$ cat src/rtl/fetch_issue_queue.sv
// Dual-issue fetch buffer: circular queue of fetched instructions feeding the
// two-slot D register, splitting intra-pair RAW hazards and system ops.
module fetch_issue_queue #(
  parameter int DEPTH = 8,
  parameter int XLEN  = 64
) (
  input  logic            clk,
  input  logic            reset,
  input  logic            fetch_valid,
  output logic            fetch_ready,
  input  logic [XLEN-1:0] fetch_pc,
  input  logic [31:0]     fetch_inst0,
  input  logic [31:0]     fetch_inst1,
  input  logic            fetch_v0,
  input  logic            fetch_v1,
  input  logic            StallD,
  input  logic            FlushD,
  output logic            enableD,
  output logic            enableD2,
  output logic [31:0]     InstrD1,
  output logic [31:0]     InstrD2,
  output logic [XLEN-1:0] PCD1,
  output logic [XLEN-1:0] PCD2
);
  localparam int PW = $clog2(DEPTH);
  localparam int CW = PW + 1;
  localparam logic [6:0] OP_SYS = 7'b1110011;
  localparam logic [6:0] OP_ST  = 7'b0100011;
  localparam logic [6:0] OP_BR  = 7'b1100011;

  typedef struct packed {
    logic [31:0]     inst;
    logic [XLEN-1:0] pc;
  } entry_t;

  entry_t        mem [DEPTH];
  logic [PW-1:0] head, tail, headInc, tailInc;
  logic [CW-1:0] count;
  entry_t        entA, entB;
  logic          aSys, bSys, aWritesRd, rawHaz, pairOk, issue, enq;
  logic [1:0]    nEnq, nDeq;

  assign headInc = head + PW'(1);
  assign tailInc = tail + PW'(1);
  assign entA    = mem[head];
  assign entB    = mem[headInc];

  // Ready depends only on registered occupancy so fetch never sees hazard timing.
  assign fetch_ready = (CW'(DEPTH) - count) >= CW'(2);

  // Pair split: the hazard unit never compares the two D slots against each other.
  always_comb begin
    aSys      = entA.inst[6:0] == OP_SYS;
    bSys      = entB.inst[6:0] == OP_SYS;
    aWritesRd = (entA.inst[6:0] != OP_ST) && (entA.inst[6:0] != OP_BR);
    rawHaz    = aWritesRd && (entA.inst[11:7] != 5'd0) &&
                ((entA.inst[11:7] == entB.inst[19:15]) ||
                 (entA.inst[11:7] == entB.inst[24:20]));
    pairOk    = (count >= CW'(2)) && !aSys && !bSys && !rawHaz;
    issue     = !StallD && !FlushD && (count != '0);
    nDeq      = !issue ? 2'd0 : (pairOk ? 2'd2 : 2'd1);
    enq       = fetch_valid && fetch_ready && fetch_v0 && !FlushD;
    nEnq      = !enq ? 2'd0 : (fetch_v1 ? 2'd2 : 2'd1);
  end

  always_ff @(posedge clk) begin
    if (!reset && enq) begin
      mem[tail] <= '{inst: fetch_inst0, pc: fetch_pc};
      if (fetch_v1) mem[tailInc] <= '{inst: fetch_inst1, pc: fetch_pc + XLEN'(4)};
    end
  end

  always_ff @(posedge clk) begin
    if (reset || FlushD) begin
      head     <= '0;
      tail     <= '0;
      count    <= '0;
      enableD  <= 1'b0;
      enableD2 <= 1'b0;
      InstrD1  <= '0;
      InstrD2  <= '0;
      PCD1     <= '0;
      PCD2     <= '0;
    end else begin
      tail  <= tail + PW'(nEnq);
      head  <= head + PW'(nDeq);
      count <= count + CW'(nEnq) - CW'(nDeq);
      if (!StallD) begin
        enableD  <= issue;
        enableD2 <= issue && pairOk;
        InstrD1  <= issue ? entA.inst : '0;
        PCD1     <= issue ? entA.pc   : '0;
        InstrD2  <= (issue && pairOk) ? entB.inst : '0;
        PCD2     <= (issue && pairOk) ? entB.pc   : '0;
      end
    end
  end
endmodule

$ cat config.mk
export PLATFORM = sky130hd
export DESIGN_NAME = fetch_issue_queue
export DESIGN_NICKNAME = d
export VERILOG_FILES = /design/src/rtl/fetch_issue_queue.sv
export SDC_FILE = /design/constraint.sdc
export NUM_CORES = 2
export LEC_CHECK = 0
export ABC_AREA = 1
export CAP_MARGIN = 0
export CORE_AREA = 2 2 371 373
export DETAILED_ROUTE_END_ITERATION = 10
export DIE_AREA = 0 0 373 375
export PLACE_DENSITY = 0.7
export SYNTH_ARGS = -nofsm -noshare
export SYNTH_HDL_FRONTEND = slang
export SYNTH_SLANG_ARGS = --single-unit
$ cat constraint.sdc
create_clock -name clk -period 9.9 [get_ports clk]
set_input_delay 1.98 -clock clk [delete_from_list [all_inputs] [get_ports clk]]
set_output_delay 1.98 -clock clk [all_outputs]
set_load 0.005 [all_outputs]
==> flow_metrics.env <==
export IMPL_final_util_pct=44.88
export IMPL_max_clock_freq_ghz=0.1651
export IMPL_root_buffer="clkbuf_16"
export IMPL_worstPathRequired_ns=10.49
export IMPL_layout_commonest_cell="nand2_1"
export IMPL_dieArea_sq_um=139900
export IMPL_htree_levels=3
export IMPL_p_leak_uw=0.02093
export IMPL_chipWidth_um=373
export IMPL_via_count=50280
export IMPL_num_rows=136
export IMPL_yosys_area_top_type="edfxtp_1"
export IMPL_synth_top_area_share_pct=42.59
export IMPL_clock_latency_ns=0.74
export IMPL_yosys_warnings=0
export IMPL_drive_above_1_share_pct=4.355
export IMPL_synth_edf_count=768
export IMPL_port_buffers=329
export IMPL_use_met2_pct=42.61
export IMPL_critPathLaunch="head[0]"
export IMPL_cp_end_kind="flip-flop"
export IMPL_startpoint_type="flip-flop"
export IMPL_cts_buffers=107
export IMPL_grt_max_degree=278
export IMPL_path_clk_slew_ns=0.06
export IMPL_clk_path_buf_depth=3
export IMPL_dp_slack_ns=3.935
export IMPL_ys_flop_type="edfxtp_1"
export IMPL_power_uw=9219
export IMPL_final_max_slew_violation_count=0
export IMPL_cts_resized=0
export IMPL_grt_ovfl_total=0
export IMPL_hold_buffers=0
export IMPL_setup_ws_ns=3.844
export IMPL_crit_fanout=124
export IMPL_track_usage_pct=26.52
export IMPL_min_period_ns=6.056
export IMPL_hold_depth=2
export IMPL_antenna_found_initial=13
export IMPL_rsz0062_at_grt="false"
export IMPL_routed_wl_um=193000
export IMPL_synth_cell_types=48
export IMPL_area_delta_synth_final_pct=12.98
export IMPL_place_hpwl_um=113100
export IMPL_syn_nets=6860
export IMPL_yosysSeqAreaShare_pct=50.13
export IMPL_drc=0
export IMPL_netlist_area_sq_um=54150
export IMPL_cts_setup_buffers=0
export IMPL_period_share_pct=61.17
export IMPL_relSlewSlack_pct=5.039
export IMPL_num_io_pins=330
export IMPL_critPathArrivalTime_ns=6.65
export IMPL_worst_slew_pin_transition_ns=1.424
export IMPL_min_to="InstrD1[29]"
export IMPL_drtIter0Drc=6667
export IMPL_min_path_type="reg -> reg"
export IMPL_reg2reg_to="count[3]"
export IMPL_grt_pass1_wl_um=284000
export IMPL_grt_use_met1_pct=33.04
export IMPL_initial_core_util_pct=39.73
export IMPL_nets=6766
export IMPL_hp_start="InstrD1[29]"
export IMPL_use_met3_pct=5.838
export IMPL_r2r_slack_ns=3.84
export IMPL_coreArea_sq_um=136300
export IMPL_cellPowerDensity_nw_per_um2=150.7
export IMPL_final_cell_mix="nand2_1 (1653), o21ai_0 (1302), edfxtp_1 (768)"
export IMPL_setup_viol=0
export IMPL_status="complete, no violations"
export IMPL_first_pass_iters=7
export IMPL_worstRegToRegCells=19
export IMPL_avgSynthCellArea_sq_um=8.072
export IMPL_irDropWorstVdd_v=0.0001482
export IMPL_max_cap_violations=0
export IMPL_synthTopCellsByArea="edfxtp_1 (43%), o21ai_0 (12%), nand2_1 (11%)"
export IMPL_syn_inst=6708
export IMPL_cts_tree="done"
export IMPL_async_flop_share_pct=0
export IMPL_grt_pass1_vias=46420
export IMPL_finClkSkew_ns=0.03235
export IMPL_die_h_um=375
export IMPL_synth_seq_cells=972
export IMPL_rr_startpoint="head[0]"
export IMPL_top_usage_layer="met2"
export IMPL_cts_sinks=972
export IMPL_globalplace_congestion=0.9091
export IMPL_hold_viol_final=0
export IMPL_wl_per_cell_um=22.67
export IMPL_fill_cells=12920
export IMPL_crit_type="reg -> reg"
export IMPL_postRouteAntennaNets=0
export IMPL_vias_per_cell=5.907
where the power goes:
part	switching (uW)	internal, uW
logic	558	219
registers	17.5	4430
clock network	1700	2300
total	2270	6950
critical path, stage by stage (launching register included):
cell and delay (ns):
dfxtp_4 0.74, buf_4 0.85, buf_4 0.99, o21ai_0 0.23
o22ai_1 0.20, nand2_1 0.07, nand2_1 0.12, nor2_1 0.05
nand2_1 0.07, nor2_1 0.06, nor2_4 0.77, nand3_1 0.20
inv_1 0.17, fa_1 0.43, inv_1 0.10, ha_1 0.23
a21o_1 0.17, a21oi_1 0.19, nand2_1 0.06, nor3b_1 0.13
cells in the mapped netlist (6+ instances only):
cell      number
o221ai_1      67
o21ai_1       22
or2_2          6
clkbuf_1     308
ha_1          13
a21oi_1      582
buf_2        191
xnor2_1        9
edfxtp_1     768
o311ai_0      33
o211ai_1      32
inv_2          8
nand2_1     1653
nor3_1        29
buf_4         59
buf_1         30
dfxtp_1      204
inv_1        419
nand4_1      122
buf_6          8
nand3_1      392
nor2_1       264
o311ai_1      56
xor2_2         6
xor2_1        55
clkinv_1       9
o21ai_0     1310
nor4_1        12
state kept, by name, summed over array words and instances (netlist names):
name / flops
enableD: 1
tail: 3
PCD2: 64
InstrD1: 32
head: 3
enableD2: 1
count: 4
InstrD2: 32
mem: 768
PCD1: 64
logic make-up (layout without fill, tap and decap cells):
kind of cell    Yosys count  count (layout)  synth area share [%]
compound gates         2107            2107                 20.73
buf+inv                1033            1030                 8.127
other cells               0              13                     0
fa+ha+maj                17              17                0.4483
xor+xnor                 70              70                 1.215
simple gates           2509            2509                 19.35
flops                   972             972                 50.13
metrics by stage:
stage | TNS (ns) | hold slack, ns | cell area (sq um) | instances
final | 0 | 0.4605 | 61180 | 8512
after global placement | 0 | 0.4522 | 57670 | 8299
after CTS | 0 | 0.4649 | 61140 | 8499
after floorplan | -49.79 | 0.4527 | 54150 | 6708
after detailed placement | 0 | 0.4562 | 57670 | 8299
after global routing | 0 | 0.4797 | 61170 | 8508
final cells by class:
| cell class | instances | area, sq um | area share (%) |
|---|---|---|---|
| timing repair buffer | 393 | 3837 | 6.273 |
| multi-input combinational | 4703 | 22730 | 37.15 |
| clock inverter | 39 | 324.1 | 0.5297 |
| tap | 1794 | 2245 | 3.669 |
| clock buffer | 161 | 3154 | 5.156 |
| inverter | 437 | 1700 | 2.779 |
| antenna | 13 | 32.53 | 0.05318 |
| sequential | 972 | 27150 | 44.39 |
layer usage:
metal / part of all wire [%] / vias up
met5: 0.015 / -
met2: 46 / 3139
met4: 5.4 / 4
li1: - / 23100
met1: 37 / 23410
met3: 12 / 630
how the worst max path moves through the flow:
stage / end / cells after the start
3_5_place_dp: mem[3][54] / 12
6_report: count[3] / 19
5_1_grt: count[3] / 21
3_3_place_gp: mem[2][62] / 13
4_1_cts: count[3] / 21
2_1_floorplan: mem[0][0] / 5
(Power assumes the default switching activity.)
